**src/rtl/mips_pkg.sv**
```systemverilog
// Shared MIPS datapath constants: widths, load-type encodings and the hardwired zero register.
package mips_pkg;
    localparam int DATA_W   = 32;
    localparam int REG_W    = 5;
    localparam int REG_ZERO = 0;

    localparam logic [2:0] LT_LW  = 3'b000;
    localparam logic [2:0] LT_LB  = 3'b001;
    localparam logic [2:0] LT_LBU = 3'b010;
    localparam logic [2:0] LT_LH  = 3'b011;
    localparam logic [2:0] LT_LHU = 3'b100;
endpackage

```
**src/rtl/load_align.sv**
```systemverilog
// Big-endian sub-word load alignment and extension; byte 0 is [31:24], half 0 is [31:16].
module load_align
    import mips_pkg::*;
(
    input  logic [DATA_W-1:0] rdata,
    input  logic [1:0]        addr,
    input  logic [2:0]        ltype,
    output logic [DATA_W-1:0] data
);
    logic [7:0]  byte_sel;
    logic [15:0] half_sel;

    always_comb begin
        case (addr)
            2'd0:    byte_sel = rdata[31:24];
            2'd1:    byte_sel = rdata[23:16];
            2'd2:    byte_sel = rdata[15:8];
            default: byte_sel = rdata[7:0];
        endcase
        // Half-word selection deliberately ignores addr[0].
        half_sel = addr[1] ? rdata[15:0] : rdata[31:16];

        case (ltype)
            LT_LB:   data = {{24{byte_sel[7]}}, byte_sel};
            LT_LBU:  data = {24'd0, byte_sel};
            LT_LH:   data = {{16{half_sel[15]}}, half_sel};
            LT_LHU:  data = {16'd0, half_sel};
            default: data = rdata;
        endcase
    end
endmodule

```
**src/rtl/wb_stage.sv**
```systemverilog
// MEM/WB pipeline register and writeback mux with forwarding tap and retired counter.
// Optional feature: define WB_LOAD_EXT_EN for sub-word load alignment via load_align.
module wb_stage #(
    parameter int DATA_W = mips_pkg::DATA_W,
    parameter int REG_W  = mips_pkg::REG_W
) (
    input  logic              clk,
    input  logic              reset_n,
    input  logic              mem_valid,
    output logic              mem_ready,
    input  logic              stall,
    input  logic              flush,
    input  logic              mem_regwrite,
    input  logic              mem_memtoreg,
    input  logic [REG_W-1:0]  mem_writereg,
    input  logic [DATA_W-1:0] mem_aluresult,
    input  logic [DATA_W-1:0] mem_readdata,
`ifdef WB_LOAD_EXT_EN
    input  logic [2:0]        mem_loadtype,
`endif
    output logic [REG_W-1:0]  writereg,
    output logic [DATA_W-1:0] writedata,
    output logic              write,
    output logic              fwd_valid,
    output logic [REG_W-1:0]  fwd_reg,
    output logic [DATA_W-1:0] fwd_data,
    output logic [31:0]       retired
);
    import mips_pkg::*;

    logic              wb_valid_q,    wb_valid_d;
    logic              wb_regwrite_q, wb_regwrite_d;
    logic              wb_memtoreg_q, wb_memtoreg_d;
    logic [REG_W-1:0]  wb_writereg_q, wb_writereg_d;
    logic [DATA_W-1:0] wb_alu_q,      wb_alu_d;
    logic [DATA_W-1:0] wb_rdata_q,    wb_rdata_d;
    logic [31:0]       retired_q,     retired_d;
    logic [DATA_W-1:0] load_data;
    logic              retire;
`ifdef WB_LOAD_EXT_EN
    logic [2:0]        wb_ltype_q,    wb_ltype_d;
`endif

    // An entry completes when it leaves WB unstalled and unflushed, whether or not it writes.
    assign retire = wb_valid_q & ~stall & ~flush;

    always_comb begin
        wb_valid_d    = wb_valid_q;
        wb_regwrite_d = wb_regwrite_q;
        wb_memtoreg_d = wb_memtoreg_q;
        wb_writereg_d = wb_writereg_q;
        wb_alu_d      = wb_alu_q;
        wb_rdata_d    = wb_rdata_q;
`ifdef WB_LOAD_EXT_EN
        wb_ltype_d    = wb_ltype_q;
`endif
        retired_d     = retire ? retired_q + 32'd1 : retired_q;

        if (flush) begin
            wb_valid_d = 1'b0;
        end else if (!stall) begin
            wb_valid_d    = mem_valid;
            wb_regwrite_d = mem_regwrite;
            wb_memtoreg_d = mem_memtoreg;
            wb_writereg_d = mem_writereg;
            wb_alu_d      = mem_aluresult;
            wb_rdata_d    = mem_readdata;
`ifdef WB_LOAD_EXT_EN
            wb_ltype_d    = mem_loadtype;
`endif
        end
    end

    always_ff @(posedge clk or negedge reset_n) begin
        if (!reset_n) begin
            wb_valid_q    <= 1'b0;
            wb_regwrite_q <= 1'b0;
            wb_memtoreg_q <= 1'b0;
            wb_writereg_q <= '0;
            wb_alu_q      <= '0;
            wb_rdata_q    <= '0;
`ifdef WB_LOAD_EXT_EN
            wb_ltype_q    <= 3'd0;
`endif
            retired_q     <= 32'd0;
        end else begin
            wb_valid_q    <= wb_valid_d;
            wb_regwrite_q <= wb_regwrite_d;
            wb_memtoreg_q <= wb_memtoreg_d;
            wb_writereg_q <= wb_writereg_d;
            wb_alu_q      <= wb_alu_d;
            wb_rdata_q    <= wb_rdata_d;
`ifdef WB_LOAD_EXT_EN
            wb_ltype_q    <= wb_ltype_d;
`endif
            retired_q     <= retired_d;
        end
    end

`ifdef WB_LOAD_EXT_EN
    load_align u_load_align (
        .rdata (wb_rdata_q),
        .addr  (wb_alu_q[1:0]),
        .ltype (wb_ltype_q),
        .data  (load_data)
    );
`else
    assign load_data = wb_rdata_q;
`endif

    assign mem_ready = reset_n & ~stall;
    assign writereg  = wb_writereg_q;
    assign writedata = wb_memtoreg_q ? load_data : wb_alu_q;
    assign write     = wb_valid_q & wb_regwrite_q & ~stall
                     & (wb_writereg_q != REG_W'(REG_ZERO));
    assign fwd_valid = write;
    assign fwd_reg   = writereg;
    assign fwd_data  = writedata;
    assign retired   = retired_q;
endmodule

```
**config.mk**
```make
export PLATFORM = sky130hd
export DESIGN_NAME = wb_stage
export DESIGN_NICKNAME = d
export VERILOG_FILES = /design/src/rtl/mips_pkg.sv /design/src/rtl/load_align.sv /design/src/rtl/wb_stage.sv
export SDC_FILE = /design/constraint.sdc
export NUM_CORES = 1
export LEC_CHECK = 0
export CAP_MARGIN = 10
export CORE_MARGIN = 1.5
export CORE_UTILIZATION = 40
export CTS_BUF_LIST = sky130_fd_sc_hd__clkbuf_4
export DETAILED_ROUTE_END_ITERATION = 8
export PLACE_DENSITY = 0.84
export SYNTH_ARGS = -nofsm -noshare
export SYNTH_HDL_FRONTEND = slang
export SYNTH_HIERARCHICAL = 1
export SYNTH_SLANG_ARGS = --single-unit
```
**constraint.sdc**
```tcl
create_clock -name clk -period 3.3 [get_ports clk]
set_clock_uncertainty 0.05 [all_clocks]
set_input_delay 0.33 -clock clk [delete_from_list [all_inputs] [get_ports clk]]
set_output_delay 0.33 -clock clk [all_outputs]
set_load 0.01 [all_outputs]
```
==> results of run 1 <==
through the flow:
step | hold WS (ps) | utilization (%) | std cells | cell area, µm²
finish | 238 | 58.0 | 657 | 6710
global route | 217 | 58.0 | 657 | 6710
CTS | 215 | 58.0 | 657 | 6710
detailed placement | 171 | 56.8 | 641 | 6570
global placement | 163 | 56.8 | 641 | 6570
floorplan | -15.6 | - | 359 | 4820
final cells by class:
class / count / area, µm²
timing repair buffer: 190 / 1910
multi-input combinational: 201 / 1870
inverter: 4 / 15.0
tap: 143 / 179
sequential: 104 / 2600
clock inverter: 4 / 46.3
clock buffer: 11 / 82.6
fill: 966 / 4850
power by group:
| part | switching, mW | internal, mW |
|---|---|---|
| clock network | 0.386 | 0.242 |
| registers | 0.0936 | 1.42 |
| logic | 0.378 | 0.644 |
| total | 0.858 | 2.30 |
final timing paths:
check	from	endpoint	slack, ps	cells past startpoint
max	fwd_reg[1]	fwd_valid	920	3
min	reset_n	retired[4]	240	2
max reg2reg	retired[7]	retired[21]	1450	4
min reg2reg	retired[31]	retired[31]	450	1
max in group asynchronous	reset_n	load_data[23]	1630	3
min in group clk	mem_regwrite	wb_regwrite_q	440	2
worst max-delay path, delay by kind of cell, from the launching register on:
kind | cells | cell delay, ps
compound gates | 1 | 170
buf+inv | 1 | 510
flops | 1 | 430
simple gates | 1 | 470
synth_stat cells:
library cell,n
nand4_1,7
dfrtp_1,104
or3_2,2
mux2_2,104
ha_1,1
nor3_1,5
nand3_1,17
xnor2_1,25
a21oi_1,1
and4bb_2,1
nor2_1,8
mux2i_1,1
inv_1,4
nor4_4,2
clkbuf_1,5
nor4_1,1
nor2b_1,1
nand4bb_4,1
buf_2,7
and4_1,1
xor2_1,6
nand4_2,1
and2_1,1
nand2_1,9
buf_4,38
nand3b_1,2
and3_1,4
metal layers:
layer	wire (µm)	track usage [%]	up-vias
li1	-	-	1512
met1	4160	20.6	1652
met2	5830	31.9	116
met3	710	3.80	16
met4	187	6.84	0
met5	0	0	-
cells by family after synthesis:
family | count (synthesis)
buf+inv | 54
compound gates | 1
xor+xnor | 31
mux | 105
fa+ha+maj | 1
flops | 104
simple gates | 63
==> flow_summary.yaml, run 1 <==
run_status:
  outcome: "finished, final reports clean"
placement:
  dp_slack_ps: 942
  place_congestion: 0.768
  port_buffers: 184
  dp_hpwl_um: 8380
die:
  rows: 39
  boundaryPins: 185
  start_util_pct: 41.7
  die_x_um: 113
  dieHeight_um: 113
  die_area_mm2: 0.0127
  coreArea_mm2: 0.0116
sta:
  postLayoutSetupSlackWorst_ps: 919
  final.period_utilization_pct: 72.1
  worstMarginPinSlew_ps: 1060
  finalHoldViolCount: 0
  relSlewSlack_pct: 29.2
  setup_viol: 0
  period_needed_ps: 2380
  fin_tns_setup_ps: 0
  drv_slew: 0
  rsz0062_at_grt: "false"
  clock.fmax_mhz: 420
synth:
  synthAdderAreaFrac_pct: 0.259
  yosysWarnings: 6
  ys_ff_latch: 104
  ys_top_cells_by_area: "dfrtp_1 54%, mux2_2 24%, buf_4 5.9%"
  synth_area_per_cell_um2: 13.4
  ys_types: 27
  synth_nets: 436
  synth_compound_area_share_pct: 0.104
  synth_top_area_share_pct: 54.0
  synth_largest_area_cell: "dfrtp_1"
  syn-cell-area_mm2: 0.00482
  synthCells: 359
  synth_xor_area_share_pct: 5.63
  ys_seq_area_share_pct: 54.0
  synth-simple-area-share_pct: 8.20
  synth_top_family_by_area: "multiplexers"
  synthMuxAreaShare_pct: 24.5
detailed_routing:
  routed_wl_um: 10900
  detail_route.wl_per_cell_um: 16.6
  ant_nets: 0
  via_per_inst: 5.02
  drt_iter0_markers: 94
  vias: 3296
  first_pass_iters: 8
  drc_errors: 0
clock_tree:
  cts_sinks: 104
  tritoncts: "yes"
  htreeDepth: 3
  cts_buffers: 9
  cts.repair.resized: 0
  clk_latency_ps: 430
  hold_buffers: 1
  clock-root-buffer: "clkbuf_4"
  cts_max_path_buffers: 2
  cts_setup_buffers: 0
  clk_pin_slew_ps: 150
power_and_ir_drop:
  p_leak_nw: 2.74
  p_total_mw: 3.16
  ir_worst_vdd_v: 0.000231
  powerDensity_mw_per_mm2: 471
setup_path:
  crit_path_max_incr_delay_ps: 510
  crit_required_ps: 2920
  slowest_stage: "clkdlybuf4s50_1"
  endpoint_kind: "output pin"
  critical_path_arrival_ps: 2000
  cp-start-kind: "register"
  path_max_fanout: 4
  worstSetupPathType: "reg2out"
  path_cells: "nor3_1 > a21oi_1 > clkdlybuf4s50_1"
job:
  maxCapViolations: 0
min_path:
  min_path_type: "in2async"
finish:
  final_common_cell: "clkdlybuf4s50_1"
  synthToLayoutAreaGrowth_pct: 39.2
  antenna_cells: 0
  final_net_count: 587
  drive_gt1_share_pct: 25.7
  final_cell_mix: "183 x clkdlybuf4s50_1, 104 x mux2_2, 104 x dfrtp_1, 25 x xnor2_1, 17 x nand3_1"
global_routing:
  grt_pass1_wl_um: 17800
  grt_antenna_before_repair: 0
  grt_pass1_vias: 3585
  grt_max_degree: 87
  gr-total-overflow: 0
  grt_usage_pct: 17.7
(Power assumes the default switching activity.)
==> run 2: changes to the inputs <==
- clock period: 3.3 -> 2.2 ns (I/O delays scaled with it)
==> flow_summary.yaml, run 2 (synthesized netlist as in run 1, its figures left out) <==
run_status:
  outcome: "finished, violations left"
  violations: "DRC"
setup_path:
  critical_path_arrival_ps: 1710
  endpoint_kind: "output pin"
  path_max_fanout: 14
  r2r_start: "retired[0]"
  worstSetupPathType: "reg2out"
  critical-path-top-delay-family: "buffers and inverters"
  crit_required_ps: 1930
  worst-path-buf-inv: 3
  cp-start-kind: "register"
  slowest_stage: "dfrtp_2"
  rrSetupSlack_ps: 520
  r2r_cells: 6
  path_cells: "buf_12 > buf_4 > mux2_2 > dlymetal6s2s_1"
  reg2reg_to: "retired[30]"
  crit_path_max_incr_delay_ps: 440
finish:
  synthToLayoutAreaGrowth_pct: 47.4
  final_cell_mix: "117 x clkdlybuf4s50_1, 104 x mux2_2, 102 x dfrtp_1, 65 x dlymetal6s2s_1, 25 x xnor2_1"
  final_util_pct: 61.4
  drive_gt1_share_pct: 29.0
  final_net_count: 606
  final_area_mm2: 0.00711
  final_common_cell: "clkdlybuf4s50_1"
  fillCellCount: 928
power_and_ir_drop:
  share_comb_of_total_power_pct: 30.5
  switching_share_pct: 26.4
  seq_power_share_pct: 45.6
  ir_worst_vdd_v: 0.000620
  p_leak_nw: 3.49
  powerDensity_mw_per_mm2: 701
  p_sw_mw: 1.32
  clockPowerShare_pct: 23.9
  internal_power_mw: 3.66
die:
  boundaryPins: 185
  coreArea_mm2: 0.0116
  die_x_um: 113
  die_area_mm2: 0.0127
  dieHeight_um: 113
  start_util_pct: 41.7
  rows: 39
global_routing:
  grt_pass1_wl_um: 18500
  grt_pass1_vias: 3695
  grt_usage_pct: 18.6
  gr-total-overflow: 0
  grt_max_degree: 52
  grt_antenna_before_repair: 1
clock_tree:
  clk_latency_ps: 460
  clk_pin_slew_ps: 150
  cts_buffers: 9
  htreeDepth: 3
  cts_sinks: 104
  cts_max_path_buffers: 2
  clock-root-buffer: "clkbuf_4"
  tritoncts: "yes"
sta:
  setup_viol: 0
  period_needed_ps: 1980
  finalHoldViolCount: 0
  drv_slew: 0
  clock.fmax_mhz: 506
  rsz0062_at_grt: "false"
  relSlewSlack_pct: 57.7
  final.period_utilization_pct: 89.9
  fin_tns_setup_ps: 0
  worstMarginPinSlew_ps: 634
placement:
  dp_hpwl_um: 8320
  place_area_mm2: 0.00661
  place_congestion: 0.781
  port_buffers: 184
min_path:
  min_path_type: "in2reg"
  hold_end: "wb_valid_q"
  min_from: "mem_valid"
  hold_depth: 3
detailed_routing:
  ant_nets: 0
  via_per_inst: 4.94
  drt_iter0_markers: 86
  drc_errors: 1
  vias: 3348
  top_layer: "met4"
  wl_met1_um: 4240
  dr_wl_met3_um: 827
  routed_wl_um: 11400
  dr_wl_met2_um: 6160
  first_pass_iters: 8
  detail_route.wl_per_cell_um: 16.8
job:
  maxCapViolations: 0
## run 2: cell types whose count changed in the layout (fill, tap and decap cells not counted), moves of 2 or more
cell	delta
clkdlybuf4s50_1	-66
dlymetal6s2s_1	+65
buf_4	+16
buf_12	+2
bufinv_16	+2
dfrtp_1	-2
dfrtp_2	+2
## run 2: timing repair
| action | in CTS | in global routing |
|---|---|---|
| gates resized for setup | 5 | 70 |
| hold buffers | 2 | 0 |
| setup buffers | 2 | 11 |
| endpoints found under the hold margin | 104 | 0 |
| setup endpoints to repair | 66 | 65 |
| cloned | 0 | 0 |
## run 2: how the worst max path moves through the flow
stage	from	endpoint	slack, ps	cells after the start
CTS	wb_memtoreg_q	writedata[15]	-140	3
global placement	flush	retired[9]	230	5
detailed placement	flush	retired[9]	130	5
finish	wb_memtoreg_q	writedata[31]	220	4
floorplan	wb_memtoreg_q	writedata[10]	520	4
global route	wb_memtoreg_q	fwd_data[31]	100	4
## run 2: layout make-up
type / instances / area, µm² / share of cell area (%)
sequential: 104 / 2610 / 36.7
timing repair buffer: 209 / 2240 / 31.6
multi-input combinational: 201 / 1880 / 26.4
tap: 143 / 179 / 2.52
clock inverter: 6 / 108 / 1.51
clock buffer: 10 / 75.1 / 1.06
inverter: 4 / 15.0 / 0.211
antenna: 1 / 2.50 / 0.0352
## run 2: per-layer routing
| layer | up-vias | track usage (%) |
|---|---|---|
| met5 | - | 0 |
| met4 | 0 | 5.23 |
| met3 | 14 | 7.23 |
| met2 | 121 | 33.3 |
| met1 | 1659 | 20.6 |
| li1 | 1554 | - |
## run 2: worst register-to-register path: stages, from the launching register on
cell     delay [ps]
dfrtp_1         460
ha_1            220
nand2_1         100
nor4_4          250
buf_4           210
nand4_1         130
xnor2_1         170
## run 2: power by group through the flow
stage	clock network (mW)	registers (mW)	logic, mW
2_1_floorplan	0	2.28	0.827
3_3_place_gp	0	2.29	1.52
3_5_place_dp	0	2.31	1.54
4_1_cts	1.25	2.27	1.57
5_1_grt	1.32	2.31	1.62
6_report	1.19	2.27	1.52
## run 2: metrics by stage
step	power (mW)	hold slack [ps]	std cells	setup WS (ps)
2_1_floorplan	3.11	-126	359	516
6_report	4.98	300	678	223
5_1_grt	5.25	230	678	97.7
3_3_place_gp	3.81	-1.22	646	230
3_5_place_dp	3.86	-0.0142	646	134
4_1_cts	5.09	239	666	-139
==> run 3: changes to the inputs <==
- clock period: 2.2 -> 2.05 ns (I/O delays scaled with it)
==> flow_summary.yaml, run 3 (synthesized netlist as in run 1, its figures left out) <==
run_status:
  outcome: "finished, violations left"
  violations: "DRC"
global_routing:
  gr-total-overflow: 0
  grt_max_degree: 105
  grt_usage_pct: 18.3
  grt_pass1_vias: 3791
  grt_pass1_wl_um: 18600
  grt_antenna_before_repair: 0
power_and_ir_drop:
  powerDensity_mw_per_mm2: 743
  p_sw_mw: 1.43
  share_comb_of_total_power_pct: 30.3
  clockPowerShare_pct: 20.7
  ir_worst_vdd_v: 0.000369
  internal_power_mw: 3.55
  switching_share_pct: 28.8
  seq_power_share_pct: 49.0
  p_leak_nw: 2.88
placement:
  place_congestion: 0.832
  place_area_mm2: 0.00665
  port_buffers: 184
  dp_slack_ps: 107
  dp_hpwl_um: 8250
clock_tree:
  clk_pin_slew_ps: 150
  clock-root-buffer: "clkbuf_4"
  cts_max_path_buffers: 2
  tritoncts: "yes"
  cts_sinks: 104
  htreeDepth: 3
  clk_latency_ps: 430
  cts_buffers: 9
sta:
  finalHoldViolCount: 0
  final.period_utilization_pct: 95.9
  postLayoutSetupSlackWorst_ps: 83.4
  clock.fmax_mhz: 508
  period_needed_ps: 1970
  worstMarginPinSlew_ps: 554
  relSlewSlack_pct: 63.1
  setup_viol: 0
  rsz0062_at_grt: "true"
  drv_slew: 0
detailed_routing:
  drt_iter0_markers: 96
  detail_route.wl_per_cell_um: 16.5
  ant_nets: 0
  via_per_inst: 5.00
  first_pass_iters: 8
  routed_wl_um: 11100
  drc_errors: 1
  vias: 3363
setup_path:
  crit_end: "writedata[10]"
  endpoint_kind: "output pin"
  crit_cells: 4
  crit_required_ps: 1790
  reg2reg_to: "retired[28]"
  worstSetupPathType: "reg2out"
  r2r_start: "retired[0]"
  critical_path_arrival_ps: 1710
  critical-path-top-delay-family: "buffers and inverters"
  r2r_cells: 6
  rrSetupSlack_ps: 320
  path_cells: "buf_4 > buf_12 > mux2_2 > clkdlybuf4s15_1"
  cp-start-kind: "register"
  crit_path_max_incr_delay_ps: 430
  slowest_stage: "dfrtp_2"
  path_max_fanout: 10
  worst-path-buf-inv: 3
  cp-startpoint: "wb_memtoreg_q"
finish:
  final_cell_mix: "117 x clkdlybuf4s50_1, 104 x mux2_2, 102 x dfrtp_1, 25 x xnor2_1, 25 x clkbuf_2"
  drive_gt1_share_pct: 35.8
  final_net_count: 603
  final_common_cell: "clkdlybuf4s50_1"
  antenna_cells: 0
  synthToLayoutAreaGrowth_pct: 39.2
  final_area_mm2: 0.00671
die:
  rows: 39
  coreArea_mm2: 0.0116
  boundaryPins: 185
  die_x_um: 113
  dieHeight_um: 113
  start_util_pct: 41.7
  die_area_mm2: 0.0127
job:
  maxCapViolations: 0
min_path:
  min_path_type: "in2reg"
## run 3: cell types whose count changed in the layout (fill, tap and decap cells not counted), moves of 3 or more
cell | before | now
buf_2 | 0 | 11
buf_4 | 20 | 15
clkbuf_2 | 0 | 25
clkdlybuf4s15_1 | 0 | 15
clkdlybuf4s15_2 | 0 | 3
dlygate4sd2_1 | 1 | 12
dlymetal6s2s_1 | 65 | 0
## run 3: how the worst min path moves through the flow
stage | from | depth (start not counted) | slack, ps | to
2_1_floorplan | reset_n | 0 | -140 | fwd_reg[0]
3_3_place_gp | reset_n | 2 | 280 | retired[5]
3_5_place_dp | reset_n | 2 | 300 | retired[9]
4_1_cts | mem_aluresult[25] | 2 | 280 | wb_alu_q[25]
5_1_grt | mem_aluresult[2] | 2 | 280 | wb_alu_q[2]
6_report | mem_readdata[9] | 2 | 320 | load_data[9]
## run 3: per-stage QoR
| stage | std cells | power [mW] | setup TNS [ps] | hold slack (ps) | util [%] |
|---|---|---|---|---|---|
| floorplan | 359 | 3.34 | 0 | -141 | - |
| finish | 673 | 4.99 | 0 | 321 | 58.0 |
| CTS | 671 | 5.08 | -1300 | 285 | 58.8 |
| detailed placement | 646 | 4.17 | 0 | 295 | 57.5 |
| global route | 673 | 5.26 | -16.0 | 277 | 58.0 |
| global placement | 646 | 4.11 | 0 | 283 | 57.5 |
## run 3: power groups by stage
stage	Sequential, mW	Clock (mW)	Combinational, mW
floorplan	2.45	0	0.887
global placement	2.47	0	1.65
detailed placement	2.49	0	1.68
CTS	2.45	1.08	1.56
global route	2.48	1.16	1.62
finish	2.44	1.03	1.51
## run 3: area by class of cell
cell class / instances / area (µm²)
multi-input cells: 201 / 1880
fillers: 998 / 4850
inverters: 4 / 15.0
repair buffers: 206 / 1900
flip-flops and latches: 104 / 2610
clock inverters: 5 / 57.6
clock buffers: 10 / 75.1
well taps: 143 / 179
## run 3: per-layer routing
metal | vias to the layer above | global-route usage, % | wire length (µm)
li1 | 1540 | - | -
met1 | 1692 | 20.6 | 4260
met2 | 120 | 34.6 | 6060
met3 | 11 | 4.82 | 704
met4 | 0 | 4.30 | 79
met5 | - | 0 | 0
## run 3: what timing repair did
| item | in CTS | in global routing |
|---|---|---|
| setup endpoints to repair | 66 | 27 |
| cloned | 1 | 0 |
| buffers inserted | 8 | 2 |
| hold buffers | 1 | 0 |
| hold endpoints to repair | 104 | 0 |
| gates resized for setup | 108 | 67 |
| pin swaps | 1 | 0 |
## run 3: worst register-to-register path, stage by stage (launching register included)
cell,delay [ps]
dfrtp_1,470
ha_1,230
nand2_1,100
nor4_4,250
buf_4,210
nand4_1,130
xnor2_1,170
